[config.mk]
export PLATFORM = sky130hd
export DESIGN_NAME = flash_loader
export DESIGN_NICKNAME = d
export VERILOG_FILES = /design/src/rtl/flash_loader.sv
export SDC_FILE = /design/constraint.sdc
export NUM_CORES = 1
export LEC_CHECK = 0
export CORE_UTILIZATION = 31
export CTS_BUF_LIST = sky130_fd_sc_hd__clkbuf_2
export DETAILED_ROUTE_END_ITERATION = 8
export PLACE_DENSITY_LB_ADDON = 0.2
export REMOVE_ABC_BUFFERS = 1
export SETUP_SLACK_MARGIN = 0.1
export SLEW_MARGIN = 30
export SYNTH_ARGS = -nofsm -noshare
export SYNTH_HDL_FRONTEND = slang
export SYNTH_SLANG_ARGS = --single-unit
[constraint.sdc]
create_clock -name clk -period 5.4 [get_ports clk]
set_input_delay 0.54 -clock clk [delete_from_list [all_inputs] [get_ports clk]]
set_output_delay 0.54 -clock clk [all_outputs]
set_load 0.02 [all_outputs]
[src/rtl/flash_loader.sv]
// Boot-time copier: streams bytes out of an SPI flash with a plain READ (0x03) command
// and writes them as little-endian 32-bit words into RAM through the ramio write port.
// done rises once the whole image is in RAM and stays high until reset.
module flash_loader #(
  parameter int unsigned StartupWaitCycles      = 500_000,
  parameter int unsigned FlashTransferByteCount = 4096,
  parameter logic [23:0] FlashStartAddress      = 24'h0,
  parameter logic [31:0] RamStartAddress        = 32'h0
) (
  input  logic        clk,
  input  logic        rst_n,
  output logic        flash_clk,
  input  logic        flash_miso,
  output logic        flash_mosi,
  output logic        flash_cs_n,
  output logic        ramio_enable,
  output logic [1:0]  ramio_write_type,
  output logic [31:0] ramio_address,
  output logic [31:0] ramio_data_in,
  input  logic        ramio_busy,
  output logic        done
);

  localparam int unsigned WordCount = FlashTransferByteCount / 4;
  localparam int unsigned WordW     = (WordCount > 1) ? $clog2(WordCount) : 1;
  localparam int unsigned StartW    = (StartupWaitCycles > 0) ? $clog2(StartupWaitCycles + 1) : 1;
  localparam int unsigned BitW      = $clog2(32);

  localparam logic [StartW-1:0] StartLast = StartW'(StartupWaitCycles);
  localparam logic [WordW-1:0]  WordLast  = WordW'(WordCount - 1);
  // Command byte followed by the 24-bit address, sent as one 32-bit MSB-first stream.
  localparam logic [31:0]       Header    = {8'h03, FlashStartAddress};

  typedef enum logic [2:0] {
    StStartup,
    StSendCmd,
    StSendAddr,
    StReadWord,
    StWriteRam,
    StWaitRam,
    StDone
  } state_e;

  state_e            state_q;
  logic [StartW-1:0] start_cnt_q;
  logic [BitW-1:0]   bit_cnt_q;
  logic [WordW-1:0]  word_cnt_q;
  logic              phase_q;
  logic [31:0]       tx_q;
  logic [31:0]       rx_q;

  logic [31:0] rx_next;
  logic [31:0] word_le;

  // Flash bytes arrive MSB first; the first byte of a word ends up in the top byte of
  // rx_next and is swapped down to [7:0] for the little-endian RAM image.
  assign rx_next = {rx_q[30:0], flash_miso};
  assign word_le = {rx_next[7:0], rx_next[15:8], rx_next[23:16], rx_next[31:24]};

  // Copy sequencer: SPI bit engine, RAM handshake and all registered outputs.
  always_ff @(posedge clk or negedge rst_n) begin
    if (!rst_n) begin
      state_q          <= StStartup;
      start_cnt_q      <= '0;
      bit_cnt_q        <= '0;
      word_cnt_q       <= '0;
      phase_q          <= 1'b0;
      tx_q             <= '0;
      rx_q             <= '0;
      flash_cs_n       <= 1'b1;
      flash_clk        <= 1'b0;
      flash_mosi       <= 1'b0;
      ramio_enable     <= 1'b0;
      ramio_write_type <= 2'b00;
      ramio_address    <= RamStartAddress;
      ramio_data_in    <= '0;
      done             <= 1'b0;
    end else begin
      unique case (state_q)
        StStartup: begin
          if (start_cnt_q == StartLast) begin
            state_q    <= StSendCmd;
            flash_cs_n <= 1'b0;
            tx_q       <= Header;
            flash_mosi <= Header[31];
            phase_q    <= 1'b0;
            bit_cnt_q  <= '0;
          end else begin
            start_cnt_q <= start_cnt_q + StartW'(1);
          end
        end

        StSendCmd, StSendAddr, StReadWord: begin
          if (!phase_q) begin
            flash_clk <= 1'b1;
            phase_q   <= 1'b1;
          end else begin
            // End of high phase: sample miso, drop the clock, present the next bit.
            flash_clk  <= 1'b0;
            phase_q    <= 1'b0;
            bit_cnt_q  <= bit_cnt_q + BitW'(1);
            tx_q       <= {tx_q[30:0], 1'b0};
            flash_mosi <= tx_q[30];
            if (state_q == StSendCmd) begin
              if (bit_cnt_q == BitW'(7)) begin
                state_q   <= StSendAddr;
                bit_cnt_q <= '0;
              end
            end else if (state_q == StSendAddr) begin
              if (bit_cnt_q == BitW'(23)) begin
                state_q    <= StReadWord;
                bit_cnt_q  <= '0;
                flash_mosi <= 1'b0;
              end
            end else begin
              flash_mosi <= 1'b0;
              rx_q       <= rx_next;
              if (bit_cnt_q == BitW'(31)) begin
                state_q       <= StWriteRam;
                bit_cnt_q     <= '0;
                ramio_data_in <= word_le;
              end
            end
          end
        end

        StWriteRam: begin
          if (!ramio_busy) begin
            ramio_enable     <= 1'b1;
            ramio_write_type <= 2'b11;
            state_q          <= StWaitRam;
          end
        end

        StWaitRam: begin
          ramio_enable     <= 1'b0;
          ramio_write_type <= 2'b00;
          if (!ramio_busy) begin
            ramio_address <= ramio_address + 32'd4;
            if (word_cnt_q == WordLast) begin
              state_q    <= StDone;
              flash_cs_n <= 1'b1;
              flash_clk  <= 1'b0;
            end else begin
              // cs_n stays low so the flash keeps streaming from where it paused.
              word_cnt_q <= word_cnt_q + WordW'(1);
              state_q    <= StReadWord;
              phase_q    <= 1'b0;
            end
          end
        end

        StDone: begin
          done <= 1'b1;
        end

        default: begin
          state_q <= StStartup;
        end
      endcase
    end
  end

endmodule

==> results of run 1 <==
==> power by group through the flow <==
stage	Combinational (uW)	Clock [uW]	Sequential, uW
floorplan	362	0	1360
global placement	564	0	1360
detailed placement	574	0	1360
CTS	577	733	1340
global route	645	784	1370
finish	570	701	1340
==> cell type report <==
type / count / area (um2)
Sequential cell: 143 / 3580
Multi-Input combinational cell: 398 / 2670
Timing Repair Buffer: 75 / 749
Inverter: 20 / 75.1
Fill cell: 2005 / 12700
Clock inverter: 15 / 194
Tap cell: 270 / 338
Antenna cell: 2 / 5.00
Clock buffer: 17 / 85.1
==> kinds of logic (layout without fill, tap and decap cells) <==
family                     Yosys count  count (layout)  share of synthesized area [%]
and+or+nand+nor                    259             259                           20.0
AOI/OAI and AO/OA                   33              33                           3.44
xor gates and xnor gates            56              56                           7.57
DFF                                143             143                           55.3
buffers and inverters               44             127                           3.65
muxes                               42              42                           8.85
other                                1               4                         0.0579
adders and majority gates            6               6                           1.16
==> routing by layer <==
metal / global-route usage [%] / part of all wire (%) / up-vias / wire [um]
met1: 17.3 / 48 / 2132 / 6210
met2: 20.8 / 47 / 72 / 6150
met4: 5.31 / 1.5 / 0 / 200
met5: 0 / 0 / - / 0
met3: 3.13 / 3.2 / 16 / 414
li1: - / - / 2108 / -
==> metrics by stage <==
stage | setup WS [ps] | std cells | hold WS, ps | util [%]
after floorplan | 2560 | 561 | 244 | -
after global placement | 1830 | 905 | 452 | 36.3
after detailed placement | 2070 | 905 | 457 | 36.3
after CTS | 2040 | 938 | 272 | 37.7
after global routing | 1820 | 940 | 248 | 37.8
final | 2070 | 940 | 363 | 37.8
==> cell usage after synthesis, types with 3 or more instances <==
| cell | number |
|---|---|
| buf_4 | 5 |
| nand3_1 | 28 |
| clkbuf_1 | 7 |
| nor2_1 | 34 |
| mux2_4 | 29 |
| nand4b_1 | 3 |
| nor3_2 | 4 |
| inv_1 | 18 |
| ha_1 | 6 |
| buf_6 | 6 |
| o211ai_1 | 3 |
| dfrtp_1 | 142 |
| nor3_1 | 6 |
| xnor2_1 | 34 |
| nand2_1 | 131 |
| and3_1 | 7 |
| o21ai_0 | 8 |
| mux2_2 | 5 |
| a21oi_1 | 6 |
| mux2i_1 | 7 |
| buf_2 | 6 |
| nand4_1 | 13 |
| xor2_1 | 22 |
| nor2b_1 | 4 |
==> cells in the final DEF, fill, tap and decap left out, drive strengths merged, types with 18 or more instances in the layout <==
cell and instances:
clkbuf 18, clkdlybuf4s50 71, xor2 22, nor2 36, dfrtp 142, inv 29, mux2 35, xnor2 34
nand3 28, nand2 133
==> worst reg2reg max path, stage by stage, from the launching register on <==
cell and delay [ps]:
dfrtp_1 690, nand2b_1 370, or3_2 750, inv_2 530, nand2_4 460, mux2_4 450
==> registers in the layout, summed over array words and instances, names as in the netlist <==
| register | count |
|---|---|
| ramio_data_in | 32 |
| rx_q | 31 |
| ramio_address | 30 |
| start_cnt_q | 19 |
| word_cnt_q | 10 |
| tx_q | 7 |
| bit_cnt_q | 5 |
| state_q | 3 |
| done | 1 |
| flash_clk | 1 |
| flash_cs_n | 1 |
| flash_mosi | 1 |
| phase_q | 1 |
| ramio_write_type | 1 |
==> what timing repair did <==
item / CTS / global route
endpoints found under the hold margin: 106 / 0
hold buffers: 1 / 0
buffers inserted: 0 / 0
==> how the worst min path moves through the flow <==
stage	to	slack, ps
2_1_floorplan	bit_cnt_q[0]	240
3_3_place_gp	word_cnt_q[7]	450
3_5_place_dp	word_cnt_q[7]	460
4_1_cts	rx_q[0]	270
5_1_grt	rx_q[0]	250
6_report	rx_q[0]	360
==> flow_metrics.tcl, run 1 <==
set metrics [dict create \
    irDropWorstVdd_v 0.000188 \
    syn_inst 584 \
    io_buffer_count 72 \
    rr_endpoint "ramio_data_in[24]" \
    final_nets 665 \
    p_leak_uw 0.00369 \
    synth.distinct_cells 64 \
    grt_max_degree 108 \
    start_util_pct 31.8 \
    drive_above_1_share_pct 13.8 \
    yosys-top-cells-area "dfrtp_1, nand2_1, mux2_4, xnor2_1, xor2_1" \
    critPathBufInv 1 \
    hold_viol_final 0 \
    setup.worst_path.class "reg -> reg" \
    synth_ff_type "dfrtp_1" \
    max-slew-margin-rel_pct 43.3 \
    cts_num_sinks 143 \
    r2r_cells 5 \
    whs_path_depth 3 \
    cts_tree "built" \
    slew_viol_final 0 \
    wire_per_inst_um 13.8 \
    antenna_found_initial 1 \
    period_share_pct 61.7 \
    gr-total-overflow 0 \
    arrival_ps 3950 \
    min_period_ps 3330 \
    fin_setup_tns_ps 0 \
    switchingPower_uw 937 \
    crit_cells 5 \
    synth_area_leader_cell "dfrtp_1" \
    max_stage_delay_ps 750 \
    antenna_left 0 \
    synth.cell_area_um2 6480 \
    ff2ff_setup_slack_ps 2070 \
    cp_max_fo 33 \
    area_delta_synth_final_pct 18.8 \
    cp_data_required_time_ps 6020 \
    dr.pass1.iters 4 \
    clk_latency_ps 740 \
    cts_buffers 17 \
    drc 0 \
    setup_viol 0 \
    worst_setup_path_start_kind "flip-flop" \
    vias 4328 \
    viasPerCell 4.60 \
    cp-startpoint "state_q[2]" \
    core_um2 20400 \
    drt_iter0_markers 208 \
    rsz0062_at_grt "no" \
    rows 52 \
    htree_levels 4 \
    hp-class "in -> reg" \
    die_area_um2 21500 \
    synth_seq_cells 143 \
    skew_ps 38.2 \
    worst_pin_slew_ps 850 \
    async_flop_share_pct 100 \
    fmax_ghz 0.300 \
    synth_top_area_share_pct 54.8 \
    hp-start "flash_miso" \
    avgSynthCellArea_um2 11.1 \
    dpl_cell_area_um2 7400 \
    fp.dieW_um 147 \
    grtUsageTotal_pct 13.2 \
    power_uw 2610 \
    cts_root_buf "clkbuf_2" \
    dieHeight_um 147 \
    hpwl_um 8870 \
    crit_family "simple AND/OR/NAND/NOR gates" \
    seqPwrFrac_pct 51.3 \
    outcome "finished clean" \
    cp-endpoint "ramio_data_in[24]" \
    cp-end-kind "flip-flop" \
    clkPwrFrac_pct 26.8 \
    cts_resized 0 \
    p_per_area_nw_per_um2 340 \
    path_clk_slew_ps 250 \
    internal_power_uw 1680 \
    p_comb_share_pct 21.8 \
    cp_cell_sequence "nand2b_1 > or3_2 > inv_2 > nand2_4 > mux2_4" \
    crit_slowest_cell "or3_2" \
    stdcell_area_um2 7690 \
    routed_wl_um 13000 \
    yosys_warnings 0 \
    synth_edf_count 0 \
    ios 75 \
    r2r_start "state_q[2]" \
    grt_pass1_wl_um 22500 \
    seq_area_frac_synth_pct 55.3 \
    max_cap_viol_count 0 \
    place.gp.congestion 0.815 \
    clock_path_buffers 2 \
    grt_pass1_vias 4322 \
    swShare_pct 35.9 \
]
No activity file was read; power rests on OpenSTA's default activity.
==> run 2, diff against run 1 <==
==> constraint.sdc (replaced) <==
create_clock -name clk -period 3.35 [get_ports clk]
set_input_delay 0.335 -clock clk [delete_from_list [all_inputs] [get_ports clk]]
set_output_delay 0.335 -clock clk [all_outputs]
set_load 0.02 [all_outputs]
==> flow_metrics.tcl, run 2 (synthesis results as in run 1) <==
set metrics [dict create \
    cp_data_required_time_ps 3980 \
    slew_viol_final 0 \
    cts_buffers 17 \
    irDropWorstVdd_v 0.000333 \
    switchingPower_uw 1490 \
    io_buffer_count 72 \
    routed_wl_um 12800 \
    grtUsageTotal_pct 12.7 \
    dr.pass1.iters 4 \
    met1_usage_pct 16.7 \
    cp-end-kind "flip-flop" \
    r2r_cells 5 \
    place_inst 908 \
    crit_family "simple AND/OR/NAND/NOR gates" \
    cts_tree "built" \
    rows 52 \
    p_per_area_nw_per_um2 536 \
    seqPwrFrac_pct 52.4 \
    clock_path_buffers 2 \
    outcome "finished clean" \
    htree_levels 4 \
    grt_max_degree 76 \
    place.gp.congestion 0.742 \
    min_period_ps 2370 \
    rsz0062_at_grt "no" \
    arrival_ps 3000 \
    cts_num_sinks 143 \
    ios 75 \
    max_stage_delay_ps 680 \
    setup_viol 0 \
    hold_viol_final 0 \
    wire_per_inst_um 13.6 \
    max_cap_viol_count 0 \
    fmax_ghz 0.422 \
    rr_endpoint "ramio_data_in[14]" \
    swShare_pct 36.1 \
    viasPerCell 4.55 \
    final_common_cell "dfrtp_1" \
    cts_root_buf "clkbuf_2" \
    area_delta_synth_final_pct 18.8 \
    drc 0 \
    period_share_pct 70.8 \
    dpl_cell_area_um2 7430 \
    postCtsSetupBuffers 0 \
    fin_setup_tns_ps 0 \
    dieHeight_um 147 \
    final_cell_mix "dfrtp_1, nand2_1, clkdlybuf4s50_1, nor2_1, xnor2_1" \
    grt_pass1_vias 4300 \
    path_clk_slew_ps 260 \
    p_comb_share_pct 22.5 \
    grt_pass1_wl_um 21900 \
    gr-total-overflow 0 \
    ff2ff_setup_slack_ps 980 \
    internal_power_uw 2630 \
    worst_pin_slew_ps 725 \
    p_leak_uw 0.00369 \
    cp_max_fo 33 \
    critPathBufInv 1 \
    layoutNonFillerInstCount 942 \
    cts-hold-fix-buffers 1 \
    skew_ps 26.5 \
    setup.worst_path.class "reg -> reg" \
    grtUsageMet3_pct 2.75 \
    clk_latency_ps 710 \
    regMostFlops "ramio_data_in" \
    die_area_um2 21500 \
    largest_register_ff_count 32 \
    stdcell_area_um2 7690 \
    reg_top3 "ramio_data_in (32), rx_q (31), ramio_address (30)" \
    hpwl_um 8770 \
    max-slew-margin-rel_pct 51.7 \
    clkPwrFrac_pct 25.2 \
    worst_setup_path_start_kind "flip-flop" \
    cp_cell_sequence "nand2b_1 > or3_1 > inv_2 > nand2_4 > mux2_4" \
    r2r_start "state_q[2]" \
    antenna_left 0 \
    fp.dieW_um 147 \
    crit_slowest_cell "dfrtp_1" \
    cts_resized 0 \
    vias 4288 \
    top_usage_layer "met2" \
    start_util_pct 31.8 \
    antenna_found_initial 1 \
    hp-class "in -> async" \
    gr-usage-met2_pct 20.5 \
    drive_above_1_share_pct 14.0 \
    core_um2 20400 \
    drt_iter0_markers 198 \
    final_nets 668 \
]
## run 2: worst max path at each step
stage          startpoint                 to  cells past startpoint
6_report       state_q[2]  ramio_data_in[14]                      5
4_1_cts        state_q[2]  ramio_data_in[26]                      5
5_1_grt        state_q[0]  ramio_data_in[26]                      5
3_3_place_gp   state_q[2]  ramio_data_in[14]                      5
2_1_floorplan  state_q[2]  ramio_data_in[27]                      5
3_5_place_dp   state_q[2]   ramio_data_in[8]                      5
## run 2: cell type report
cell class,instances,area (um2)
fillers,1976,12700
flip-flops and latches,143,3580
multi-input cells,398,2670
repair buffers,78,782
well taps,270,338
clock inverters,15,165
clock buffers,17,85.1
inverters,20,75.1
diodes,1,2.50
## run 2: metrics by stage
step / setup WS (ps) / total power (uW) / util [%] / hold WS (ps)
after floorplan: 514 / 2770 / - / 39.4
after global placement: 1040 / 3100 / 36.5 / 410
after detailed placement: 985 / 3140 / 36.5 / 419
after CTS: 978 / 4210 / 37.8 / 70.7
after global routing: 846 / 4400 / 37.8 / 110
final: 978 / 4120 / 37.8 / 131
## run 2: per-layer routing
layer	share of wire [%]	wire length (um)
met5	0	0
met4	1.7	215
met3	3.1	400
met2	48	6120
met1	47	6060
## run 2: power by group through the flow
stage,Clock [uW],Combinational [uW],Sequential (uW)
CTS,1090,949,2160
global route,1150,1040,2200
finish,1040,925,2160
floorplan,0,584,2190
global placement,0,919,2180
detailed placement,0,944,2190
==> run 3, diff against run 2 <==
==> constraint.sdc (replaced) <==
create_clock -name clk -period 1.96 [get_ports clk]
set_input_delay 0.196 -clock clk [delete_from_list [all_inputs] [get_ports clk]]
set_output_delay 0.196 -clock clk [all_outputs]
set_load 0.02 [all_outputs]
==> flow_metrics.tcl, run 3 (synthesis results as in run 1) <==
set metrics [dict create \
    outcome "finished clean" \
    grt_pass1_vias 4609 \
    ios 75 \
    cp-end-kind "flip-flop" \
    hold_viol_final 0 \
    cts_num_sinks 143 \
    clock_path_buffers 2 \
    cts_root_buf "clkbuf_2" \
    hp-class "in -> reg" \
    p_leak_uw 0.00436 \
    grt_pass1_wl_um 23400 \
    final_nets 738 \
    drt_iter0_markers 211 \
    clkPwrFrac_pct 25.0 \
    internal_power_uw 4980 \
    regMostFlops "ramio_data_in" \
    rows 52 \
    place.gp.congestion 0.794 \
    irDropWorstVdd_v 0.000519 \
    dieHeight_um 147 \
    final_common_cell "dfrtp_1" \
    cts_buffers 17 \
    path_clk_slew_ps 240 \
    core_um2 20400 \
    fin_setup_tns_ps 0 \
    cp-startpoint "start_cnt_q[7]" \
    slew_viol_final 0 \
    skew_ps 30.7 \
    cts_tree "built" \
    rsz0062_at_grt "yes" \
    max-slew-margin-rel_pct 65.0 \
    setup.worst_path.class "reg -> reg" \
    fp.dieW_um 147 \
    p_per_area_nw_per_um2 928 \
    drc 0 \
    viasPerCell 4.50 \
    antenna_left 0 \
    cp_cell_sequence "or4b_4 > nor3_4 > nand3_2 > o21ai_4 > buf_6 > mux2i_2" \
    start_util_pct 31.8 \
    cp_max_fo 8 \
    io_buffer_count 72 \
    gr-total-overflow 0 \
    worst_setup_path_start_kind "flip-flop" \
    critPathBufInv 1 \
    crit_family "simple AND/OR/NAND/NOR gates" \
    dr.pass1.iters 4 \
    clk_latency_ps 710 \
    swShare_pct 35.6 \
    hold_ws_ps 373 \
    hp-start "ramio_busy" \
    reg_top3 "ramio_data_in (32), rx_q (31), ramio_address (30)" \
    cp_data_required_time_ps 2610 \
    area_delta_synth_final_pct 28.6 \
    p_comb_share_pct 28.7 \
    seqPwrFrac_pct 46.3 \
    crit_slowest_cell "or4b_4" \
    period_share_pct 97.3 \
    antenna_found_initial 1 \
    largest_register_ff_count 32 \
    min_period_ps 1910 \
    drive_above_1_share_pct 25.9 \
    arrival_ps 2550 \
    worst_pin_slew_ps 526 \
    final_cell_mix "dfrtp_1, nand2_1, buf_4, dlygate4sd2_1, xnor2_1" \
    die_area_um2 21500 \
    hpwl_um 9510 \
    grtUsageTotal_pct 13.7 \
    vias 4553 \
    grt_max_degree 54 \
    max_stage_delay_ps 550 \
    routed_wl_um 13800 \
    htree_levels 4 \
    setup_viol 0 \
    max_cap_viol_count 0 \
    switchingPower_uw 2750 \
    r2r_start "start_cnt_q[7]" \
    fmax_ghz 0.525 \
    wire_per_inst_um 13.7 \
]
-- run 3: layout make-up --
class	instances	area [um2]
Tap cell	270	338
Sequential cell	143	3590
Inverter	20	75.1
Timing Repair Buffer	148	1260
Fill cell	1992	12000
Clock inverter	15	191
Clock buffer	17	85.1
Antenna cell	1	2.50
Multi-Input combinational cell	398	2790
-- run 3: final timing paths --
path	end	slack, ps	cells past startpoint
min in group asynchronous	ramio_data_in[23]	470	3
min reg2reg	ramio_address[31]	480	1
max reg2reg	tx_q[29]	50	6
min	state_q[0]	370	4
max	tx_q[29]	50	6
max in group asynchronous	ramio_address[13]	810	4
-- run 3: through the flow --
step	setup WS, ps	total power (uW)	util [%]	area (um2)	instances
floorplan	-876	4730	-	6320	561
detailed placement	-83.6	5660	38.3	7790	953
global placement	-40.5	5620	38.3	7790	953
global route	-64.3	8250	40.9	8330	1012
finish	53.4	7730	40.9	8330	1012
CTS	-4.58	7730	40.1	8160	997
-- run 3: repair_timing --
item                                    CTS  global route
gates resized for setup                  98            23
buffers inserted                          9            14
endpoints found under the setup margin   98            56
hold endpoints to repair                144             0
cloned                                    0             0
hold buffers                              3             0
pin swaps                                 9            10
-- run 3: per-layer routing --
layer  global-route usage, %  up-vias  wire (um)
li1                        -     2247          -
met1                    17.9     2232       6650
met2                    22.4       67       6650
met3                    3.44        7        421
met4                    4.22        0        130
met5                       0        -          0
-- run 3: power by group through the flow --
stage | Sequential (uW) | Combinational (uW) | Clock, uW
2_1_floorplan | 3740 | 999 | 0
3_3_place_gp | 3610 | 2010 | 0
3_5_place_dp | 3620 | 2040 | 0
4_1_cts | 3580 | 2120 | 2030
5_1_grt | 3620 | 2470 | 2150
6_report | 3580 | 2220 | 1940
-- run 3: worst register-to-register path, stage by stage (launching register included) --
cell     delay (ps)
dfrtp_1         430
or4b_4          550
nor3_4          230
nand3_2         150
o21ai_4         110
buf_6           170
mux2i_2         220
==> edit 1, RTL diff (flow settings as in run 2) <==
One comparison of `start_cnt_q` changes from == to >=.
--- a/src/rtl/flash_loader.sv
+++ b/src/rtl/flash_loader.sv
@@ -80,3 +80,3 @@
         StStartup: begin
-          if (start_cnt_q == StartLast) begin
+          if (start_cnt_q >= StartLast) begin
             state_q    <= StSendCmd;
Behaviour: same outputs for any inputs over 10 cycles, from zero or initial values and one cycle with rst_n low; that may be too few to reach the edited logic, so the function may still have changed.
==> edit 1 against run 2 <==
  * Synthesized area is 1.5% lower
  * Non-clock buffer count grew 2
  * Final area decreased by 1.4%
  * Global-route usage is 0.30 points higher
  * Sequential cell count unchanged
  * Sequential share of layout area rose by 0.66 points
  * Routed wire length down 0.10%
  * Setup slack lost 0.092 ns
  * Critical path type unchanged
  * Critical endpoint is now state_q[2]
  * Highest routed layer unchanged
Power is not compared: it rests on default switching activity, and its combinational part moved more than twofold at a synthesized area within 25%.
==> edit 1: results (changes against run 2) <==
status: "finished, final reports clean"
yosysWarnings: 0  # unchanged
p_leak_nw: 3.596
dr_total_vias: 4430  # +3.3%
gp_congestion: 0.7936  # +7.0%
synthXorXnorAreaFrac_pct: 7.549  # -0.021 points
track_usage_pct: 13.03  # +0.30 points
cts_setup_buffers: 0  # unchanged
cp.arrival_ns: 3.05  # +0.05 ns
synth.distinct_cells: 69  # +7.8%
cts_made_buffers: 17  # unchanged
grt_max_degree: 89  # +17%
antenna_found_initial: 0  # -1
finClkSkew_ns: 0.03870  # +0.01223 ns
synthTopCellsByArea: "dfrtp_1, nand2_1, mux2_2, xnor2_1, xor2_1"
diodes: 0  # -1
vdd.ir_drop.worst_uv: 173.3
use_met1_pct: 17.26  # +0.59 points
clockBufferDepth: 2  # unchanged
synth_mux_area_share_pct: 7.157  # -1.7 points
routed_wl_um: 12780  # -0.10%
drt_iter0_markers: 240  # +21%
first_pass_iters: 6  # +2
timing.rr.start: "bit_cnt_q[0]"
met2_usage_pct: 20.67  # +0.20 points
seq_area_frac_synth_pct: 56.10  # +0.85 points
reg2regPathDepth: 8  # +3
place_area_mm2: 0.007362  # -0.93%
grt_use_met3_pct: 3.480  # +0.73 points
hpwlAfterDp_um: 8428  # -3.9%
hold_buffers: 1  # unchanged
clk_pin_slew_worst_paths_ns: 0.21  # -0.05 ns
final_nets: 667  # -0.15%
slowest_delay_ns: 0.49  # -0.19 ns
synth_adder_area_share_pct: 1.176  # +0.018 points
relSlewSlack_pct: 44.06  # -7.6 points
reg2reg_slack_ns: 0.89  # -0.09 ns
synth_commonest_cells: "dfrtp_1, nand2_1, xnor2_1, mux2_2, nand3_1"
setup.worst_path.class: "reg2reg"
grt_pass1_vias: 4465  # +3.8%
grt_pass1_wl_um: 22360  # +2.3%
synth_compound_area_share_pct: 5.549  # +2.1 points
reg2reg_to: "state_q[2]"
cp_max_fo: 8  # -76%
reg_top3: "ramio_data_in: 32 flops, rx_q: 31 flops, ramio_address: 30 flops"
crit_slowest_cell: "or3b_2"
endpoint: "state_q[2]"
fill_cells: 2018  # +2.1%
portBuffers: 72  # unchanged
drive_above_1_share_pct: 13.60  # -0.41 points
## edit 1: metrics by stage
step / cells / setup slack, ns / utilization (%) / hold WS [ns] / TNS [ns]
after global placement: 907 / 0.7817 / 36.38 / 0.4465 / 0
after detailed placement: 907 / 0.7603 / 36.38 / 0.4566 / 0
final: 939 / 0.8862 / 37.49 / 0.2076 / 0
after global routing: 939 / 0.6813 / 37.49 / 0.1176 / 0
after floorplan: 558 / -0.2381 / - / 0.03941 / -6.428
after CTS: 939 / 0.8806 / 37.49 / 0.1412 / 0
## edit 1: cell families (layout without fill, tap and decap cells)
| kind of cell | count (synthesis) | count (layout) |
|---|---|---|
| mux | 40 | 40 |
| buf+inv | 45 | 132 |
| xor+xnor | 55 | 55 |
| flops | 143 | 143 |
| compound gates | 45 | 45 |
| other cells | 1 | 2 |
| fa+ha+maj | 6 | 6 |
| simple gates | 246 | 246 |
## edit 1: per-layer routing
layer,wire length (um),vias to the layer above
li1,-,2143
met1,6184,2216
met2,6065,56
met3,351,15
met4,182,0
met5,0,-
## edit 1: power by group
group          switching, mW  internal [mW]
registers           0.000222           1.73
clock network          0.614          0.328
logic                 0.0379        0.00819
## edit 1: final cells by class
class,count,share of cell area [%]
Clock buffer,18,1.188
Timing Repair Buffer,80,10.51
Inverter,21,1.039
Clock inverter,13,1.633
Sequential cell,143,47.19
Tap cell,270,4.453
Multi-Input combinational cell,394,33.99
## edit 1: critical path, delay by kind of cell (launching register included)
kind	cells	cell delay, ns
simple gates	3	0.82
fa+ha+maj	2	0.55
compound gates	3	0.55
flops	1	0.43
==> edit 2, RTL diff (settings of run 2) <==
Without the edit above. `FlashTransferByteCount`: 4096 -> 8192.
--- a/src/rtl/flash_loader.sv
+++ b/src/rtl/flash_loader.sv
@@ -5,3 +5,3 @@
   parameter int unsigned StartupWaitCycles      = 500_000,
-  parameter int unsigned FlashTransferByteCount = 4096,
+  parameter int unsigned FlashTransferByteCount = 8192,
   parameter logic [23:0] FlashStartAddress      = 24'h0,
Formal check against the unedited RTL: no difference found for any inputs over 10 cycles, from zero or initial values and one cycle with rst_n low; that may be too few to reach the edited logic, so the function may still have changed.
==> edit 2 against run 2 <==
  * Sequential cell count is 1 higher
  * Routed wire length is 7.6% lower
  * Sequential power hardly changed
  * Highest routed layer unchanged
  * Total power is 4.3% higher
  * Setup slack worse by 0.021 ns
  * Largest cell class unchanged
  * Final area is 1.9% lower
  * Synthesized cell count is 11% lower
  * Synthesized area is 4.4% lower
==> edit 2: results (changes against run 2) <==
clk_pin_slew_worst_paths_ns: 0.21  # -0.05 ns
cp.arrival_ns: 2.98  # -0.02 ns
holdWs_ns: 0.2289  # +0.09786 ns
grt_use_met3_pct: 3.599  # +0.85 points
insertion_delay_ns: 0.67  # -0.04 ns
fin_cells: 873  # -7.3%
vdd.ir_drop.worst_uv: 241.1  # -27%
routed_wl_um: 11820  # -7.6%
grt_max_degree: 78  # +2.6%
final_nets: 603  # -9.7%
p_leak_nw: 3.418  # -7.3%
placed_cells_incl_taps: 838  # -7.7%
status: "finished, final reports clean"
synthTopCellsByArea: "dfrtp_1, mux2_2, xnor2_1, nand3_1, nand2_1"
grt_pass1_vias: 4056  # -5.7%
timing.rr.start: "start_cnt_q[4]"
relSlewSlack_pct: 43.87  # -7.8 points
drt_iter0_markers: 185  # -6.6%
synth_commonest_cells: "dfrtp_1, mux2_2, xnor2_1, nand2_1, nand3_1"
synth.distinct_cells: 52  # -19%
slowest_delay_ns: 0.54  # -0.14 ns
reg2regPathDepth: 6  # +1
track_usage_pct: 12.59  # -0.14 points
met2_usage_pct: 20.46  # about the same
drive_above_1_share_pct: 17.82  # +3.8 points
hpwlAfterDp_um: 7914  # -9.8%
grt_pass1_wl_um: 20220  # -7.5%
gp_congestion: 0.7387  # -0.44%
-- edit 2: cell types whose count changed after synthesis, sizes merged, moves of 7 or more --
cell           run 2  this run
clkbuf             7        14
xnor2             34        46
buf               17         9
mux2              35        64
nor2              36        22
xor2              22        10
nand2            133        40
-- edit 2: repair_timing --
item / in CTS / in global routing
setup buffers: 0 / 0
endpoints found under the hold margin: 76 / 0
hold buffers: 1 / 0
-- edit 2: stage by stage --
stage                     setup WS (ns)  area, um^2
after floorplan                  0.4189        6090
after global placement           0.8278        7201
after detailed placement         0.7925        7201
after CTS                        0.9101        7540
after global routing             0.7001        7545
final                            0.9569        7545
-- edit 2: logic make-up after synthesis --
group | synth area share, %
XOR/XNOR | 7.921
adder cells (fa/ha/maj) | 1.212
AO/OA/AOI/OAI | 3.981
AND/OR/NAND/NOR | 14.06
flip-flops | 58.21
multiplexers | 11.80
other | 0.06056
buffers and inverters | 2.748
-- edit 2: metal layers --
layer,routed length (um),vias to the layer above
met4,121,0
met5,0,-
met2,5791,62
met3,489,7
li1,-,1947
met1,5420,2004
-- edit 2: worst max-delay path by stage --
stage                         from                end  slack [ns]
finish              start_cnt_q[4]           tx_q[28]        0.96
global route          bit_cnt_q[0]         state_q[0]        0.70
CTS                 start_cnt_q[4]       bit_cnt_q[0]        0.91
detailed placement      ramio_busy  ramio_address[21]        0.79
global placement        ramio_busy  ramio_address[21]        0.83
floorplan               state_q[2]   ramio_data_in[0]        0.42
-- edit 2: report_power, final --
group	switching (mW)	internal (mW)
Combinational	0.470	0.389
Sequential	0.226	1.94
Clock	0.627	0.650
Total	1.32	2.98
-- edit 2: critical path, delay by kind of cell, from the launching register on --
| kind | cells | cell delay (ns) |
|---|---|---|
| AOI/OAI and AO/OA | 2 | 0.60 |
| buffers and inverters | 1 | 0.23 |
| DFF | 1 | 0.48 |
| and+or+nand+nor | 3 | 1.02 |
-- edit 2: cell type report --
type	count	area, um^2
clock inverter	13	234.0
sequential	144	3605
multi-input combinational	334	2421
tap	265	331.6
antenna	2	5.005
inverter	17	63.81
clock buffer	19	95.09
fill	1930	11980
timing repair buffer	79	789.5
